--- src/rtl/alu_sweep_driver.sv ---
// Sweeps every opcode over one latched operand set and captures each ALU response.
// Each opcode is held for DWELL cycles. Results are read back through a registered read port.
module alu_sweep_driver #(
  parameter int DATA_W  = 32,
  parameter int OP_W    = 4,
  parameter int NUM_OPS = 16,
  parameter int DWELL   = 2
) (
  input  logic                           clk,
  input  logic                           reset,
  input  logic                           start,
  input  logic [DATA_W-1:0]              a_in,
  input  logic [DATA_W-1:0]              b_in,
  input  logic                           cin_in,
  output logic                           busy,
  output logic                           done,
  output logic [DATA_W-1:0]              alu_a,
  output logic [DATA_W-1:0]              alu_b,
  output logic                           alu_cin,
  output logic [OP_W-1:0]                alu_opcode,
  input  logic [DATA_W-1:0]              alu_y,
  input  logic [3:0]                     alu_flags,
  input  logic [OP_W-1:0]                rd_addr,
  output logic [DATA_W-1:0]              rd_y,
  output logic [3:0]                     rd_flags,
  output logic [$clog2(NUM_OPS+1)-1:0]   z_count
);

  localparam int ZW = $clog2(NUM_OPS + 1);
  localparam int CW = (DWELL > 1) ? $clog2(DWELL) : 1;

  typedef enum logic [1:0] {IDLE, DRIVE, FINISH} state_t;

  state_t            state;
  state_t            state_nxt;
  logic [CW-1:0]     dwell_cnt;
  logic              sample;
  logic              last_op;
  logic [DATA_W-1:0] buf_y     [NUM_OPS];
  logic [3:0]        buf_flags [NUM_OPS];

  always_comb begin
    sample    = 1'b0;
    last_op   = 1'b0;
    state_nxt = state;
    sample    = (state == DRIVE) && (dwell_cnt == CW'(DWELL - 1));
    last_op   = !(alu_opcode < OP_W'(NUM_OPS - 1));
    case (state)
      IDLE:    if (start) state_nxt = DRIVE;
      DRIVE:   if (sample && last_op) state_nxt = FINISH;
      FINISH:  state_nxt = IDLE;
      default: state_nxt = IDLE;
    endcase
  end

  assign busy = (state == DRIVE);
  assign done = (state == FINISH);

  always_ff @(posedge clk) begin
    if (reset) begin
      state      <= IDLE;
      alu_a      <= '0;
      alu_b      <= '0;
      alu_cin    <= 1'b0;
      alu_opcode <= '0;
      dwell_cnt  <= '0;
      z_count    <= '0;
      rd_y       <= '0;
      rd_flags   <= '0;
      for (int i = 0; i < NUM_OPS; i++) begin
        buf_y[i]     <= '0;
        buf_flags[i] <= '0;
      end
    end else begin
      state <= state_nxt;

      if (state == IDLE && start) begin
        alu_a      <= a_in;
        alu_b      <= b_in;
        alu_cin    <= cin_in;
        alu_opcode <= '0;
        dwell_cnt  <= '0;
        z_count    <= '0;
      end

      // Sample on the last dwell cycle; the final opcode stays on the bus afterwards.
      if (state == DRIVE) begin
        if (sample) begin
          buf_y[alu_opcode]     <= alu_y;
          buf_flags[alu_opcode] <= alu_flags;
          if (z_count != ZW'(NUM_OPS))
            z_count <= z_count + ZW'(alu_flags[2]);
          if (!last_op) begin
            alu_opcode <= alu_opcode + 1'b1;
            dwell_cnt  <= '0;
          end
        end else begin
          dwell_cnt <= dwell_cnt + 1'b1;
        end
      end

      // Nonblocking read sees the pre-write contents when addressing the entry being sampled.
      if (int'(rd_addr) < NUM_OPS) begin
        rd_y     <= buf_y[rd_addr];
        rd_flags <= buf_flags[rd_addr];
      end else begin
        rd_y     <= '0;
        rd_flags <= '0;
      end
    end
  end

endmodule

--- config.mk ---
export PLATFORM = sky130hd
export DESIGN_NAME = alu_sweep_driver
export DESIGN_NICKNAME = d
export VERILOG_FILES = /design/src/rtl/alu_sweep_driver.sv
export SDC_FILE = /design/constraint.sdc
export NUM_CORES = 1
export LEC_CHECK = 0
export CAP_MARGIN = 25
export CELL_PAD_IN_SITES_DETAIL_PLACEMENT = 1
export CELL_PAD_IN_SITES_GLOBAL_PLACEMENT = 1
export CORE_MARGIN = 2
export CORE_UTILIZATION = 57
export DETAILED_ROUTE_END_ITERATION = 6
export DONT_BUFFER_PORTS = 1
export PLACE_DENSITY_LB_ADDON = 0.08
export SYNTH_ARGS = -nofsm -noshare
export SYNTH_HDL_FRONTEND = slang
export SYNTH_SLANG_ARGS = --single-unit
--- constraint.sdc ---
create_clock -name clk -period 4.1 [get_ports clk]
set_input_delay 0.82 -clock clk [delete_from_list [all_inputs] [get_ports clk]]
set_output_delay 0.82 -clock clk [all_outputs]
set_load 0.01 [all_outputs]
==> run metrics <==
status complete, but fails checks; failing checks slew limit; area grow syn2layout 10.2%; GPL Wtd Cong 0.766; fmax 350 MHz; CTS max path bufs 3; worst hold path type in -> reg; Critical Path Stages 4; placed inst area 30600 µm²; share of cells above drive strength 1 0.0996; syn_nets approximately 2400; Async SR Flop Fraction 0; VDD IR max 0.356 mV; worst reg2reg path startpoint alu_opcode[2]; ANT nets after route 0; Hold Path Cell Cnt 1; Slew headroom -0.232; drt wl/cell 28.7 µm; # resized after CTS 0; Vias 18200; actual slew at the worst max-slew pin 1.85 ns; CP endpoint kind register; Synth Instances between 2000 and 2500; CP cell instances nand2b_1 > nor2_4 > or2_2 > buf_4; htree depth 3; r2r worst-path depth 4; fillcell total 4780; CTS Root Buffer Type clkbuf_16; clock period minus final worst setup slack 2.85 ns; die height 233 µm; RSZ-0062 raised after global routing false; Period Utilization, post-route 0.696; Critical Path Start Type register; Post-CTS Setup Bufs 0; DRT iter0 DRCs 1516; Port-buffer cells 0; total power divided by cell area 467 nW/µm²; setup slack, reg-to-reg 1.25 ns; delay-heaviest family, CP simple AND/OR/NAND/NOR gates; largest net degree at the start of global routing 272; Num CTS Buffers 72; Die Span X 233 µm; initial core utilization 0.580; first-pass GRT wire length 125 mm; clock sink total 689; # DRC 0; wirelength, routed 84.0 mm; Clk Latency, worst-skew pair 0.62 ns; Hold Vio Cnt, Final 0; clk slew on worst S/H paths ~0.060 ns; count of pins over their slew limit 138; syn_area_per_cell 13.3 µm²; cts hold-fix bufs 0; final core occ 0.639; DR vias/cell roughly 6.2; nets 2305; Seq/Total Area, Yosys 0.654; vias in the first global route 19800; DP HPWL 49.5 mm; Ports 220; core area 51600 µm²; Multi-input gate area 9610 µm²; Required @ worst endpoint roughly 4.4 ns; reg2reg end buf_y[4][9]; initial antenna violation count 2; FP Rows slightly above 80; number of library cell types mapped by synthesis 43; Post-synth EDFFs around 580; hold-critical path endpoint alu_a[4]; leak pwr 0.0128 µW; highest-delay cell along the critical path dfxtp_1; CTS tree built; critical path peak fanout 25; Ys Warns 0; FF+latch area just under 20000 µm²; Fin Clk Skew roughly 0.018 ns; #FFs+latches synth around 690; Buf+Inv Stages, Crit Path 1; ys flop type edfxtp_1; Worst path max stage delay 0.81 ns; post-route cell area 33000 µm²; Setup TNS Final 0 ns; synthesized area 29900 µm²; Max Cap Viol 0; router iterations before antenna repair 5; die footprint 54400 µm²; total congestion overflow 0; Min-Delay Startpoint reset; CP arrival approximately 3.2 ns; CP Class reg -> reg; Overall Global Routing Usage 0.314; endpoints failing setup 0
## worst reg2reg max path: stages (launching register included)
cell and delay (ns):
dfxtp_1 0.81, nand2b_1 0.44, nor2_4 0.22, or2_2 0.70, buf_4 0.38
## metal layers
metal	vias up	GRT usage	wire length, µm
met2	729	0.530	41700
met3	135	0.0613	6260
met1	9464	0.403	33600
met4	2	0.114	2460
met5	-	0	13
li1	7908	-	-
## cells by family (layout without fill, tap and decap cells)
group | Yosys count | after routing | share of synthesized area
other | 0 | 1 | 0
adders and majority gates | 6 | 6 | 0.00251
xor gates and xnor gates | 2 | 2 | 0.000585
AOI/OAI and AO/OA | 256 | 256 | 0.0556
muxes | 274 | 274 | 0.0988
buffers and inverters | 184 | 187 | 0.0263
DFF | 689 | 689 | 0.654
and+or+nand+nor | 835 | 835 | 0.163
## power breakdown
part	switching [µW]	total, µW	internal, µW
registers	164	8000	7830
clock network	2730	6640	3910
logic	468	754	286
## metrics by stage
stage               hold slack [ns]  std cells  total power (µW)  setup slack (ns)
floorplan                     0.481       2246              8660              1.43
global placement              0.487       2793              8820              1.31
detailed placement            0.493       2796              8870              1.21
CTS                           0.247       2928             15400              1.21
global route                  0.258       2929             15800              1.12
finish                        0.270       2930             15400              1.25
## cell usage in the layout, fill, tap and decap left out, drive strengths merged, types with 4 or more instances in the layout
master,count
ha,6
nor2,18
clkbuf,110
clkinv,16
inv,7
or2,18
nand2,191
a21oi,69
o22ai,19
o21ai,35
edfxtp,576
a22oi,110
dfxtp,113
nand2b,4
buf,51
and2,577
a221oi,17
mux4,17
mux2i,257
nor3,9
nor2b,5
## state kept, by name, summed over array words and instances (netlist names), 2 cells and up
name / flops
buf_flags: 64
state: 2
alu_a: 32
buf_y: 512
rd_flags: 4
alu_b: 32
rd_y: 32
alu_opcode: 4
z_count: 5
## cells in the mapped netlist (2+ instances only)
master,number,area [µm²]
a21oi_1,69,345
a221oi_1,17,149
a22oi_1,110,826
and2_1,577,3610
buf_1,6,22.5
buf_2,24,120
buf_4,14,105
clkbuf_1,124,465
clkbuf_2,12,60.1
dfxtp_1,113,2260
edfxtp_1,576,17300
ha_1,6,75.1
inv_1,4,15.0
mux2i_1,257,2570
mux4_2,17,383
nand2_1,187,702
nand2_4,4,45.0
nand2b_1,4,25.0
nand3_1,3,15.0
nand4_1,2,12.5
nor2_1,6,22.5
nor2_4,12,135
nor2b_1,5,31.3
nor3_1,5,25.0
nor3_4,4,65.1
o21ai_0,35,175
o22ai_1,19,119
or2_2,18,113
xor2_1,2,17.5
## layout make-up
cell class,count,area share
Sequential cell,689,0.593
Multi-Input combinational cell,1373,0.292
Clock buffer,110,0.0670
Tap cell,680,0.0258
Timing Repair Buffer,51,0.0162
Clock inverter,22,0.00584
Inverter,4,0.000455
Antenna cell,1,0.0000759
## worst max-delay path by stage
| stage | to | startpoint | slack (ns) |
|---|---|---|---|
| floorplan | buf_flags[15][0] | reset | 1.43 |
| global placement | buf_y[6][10] | reset | 1.31 |
| detailed placement | buf_y[4][31] | reset | 1.21 |
| CTS | buf_y[4][9] | alu_opcode[2] | 1.21 |
| global route | buf_y[4][9] | alu_opcode[2] | 1.12 |
| finish | buf_y[4][9] | alu_opcode[2] | 1.25 |
(Power assumes the default switching activity.)
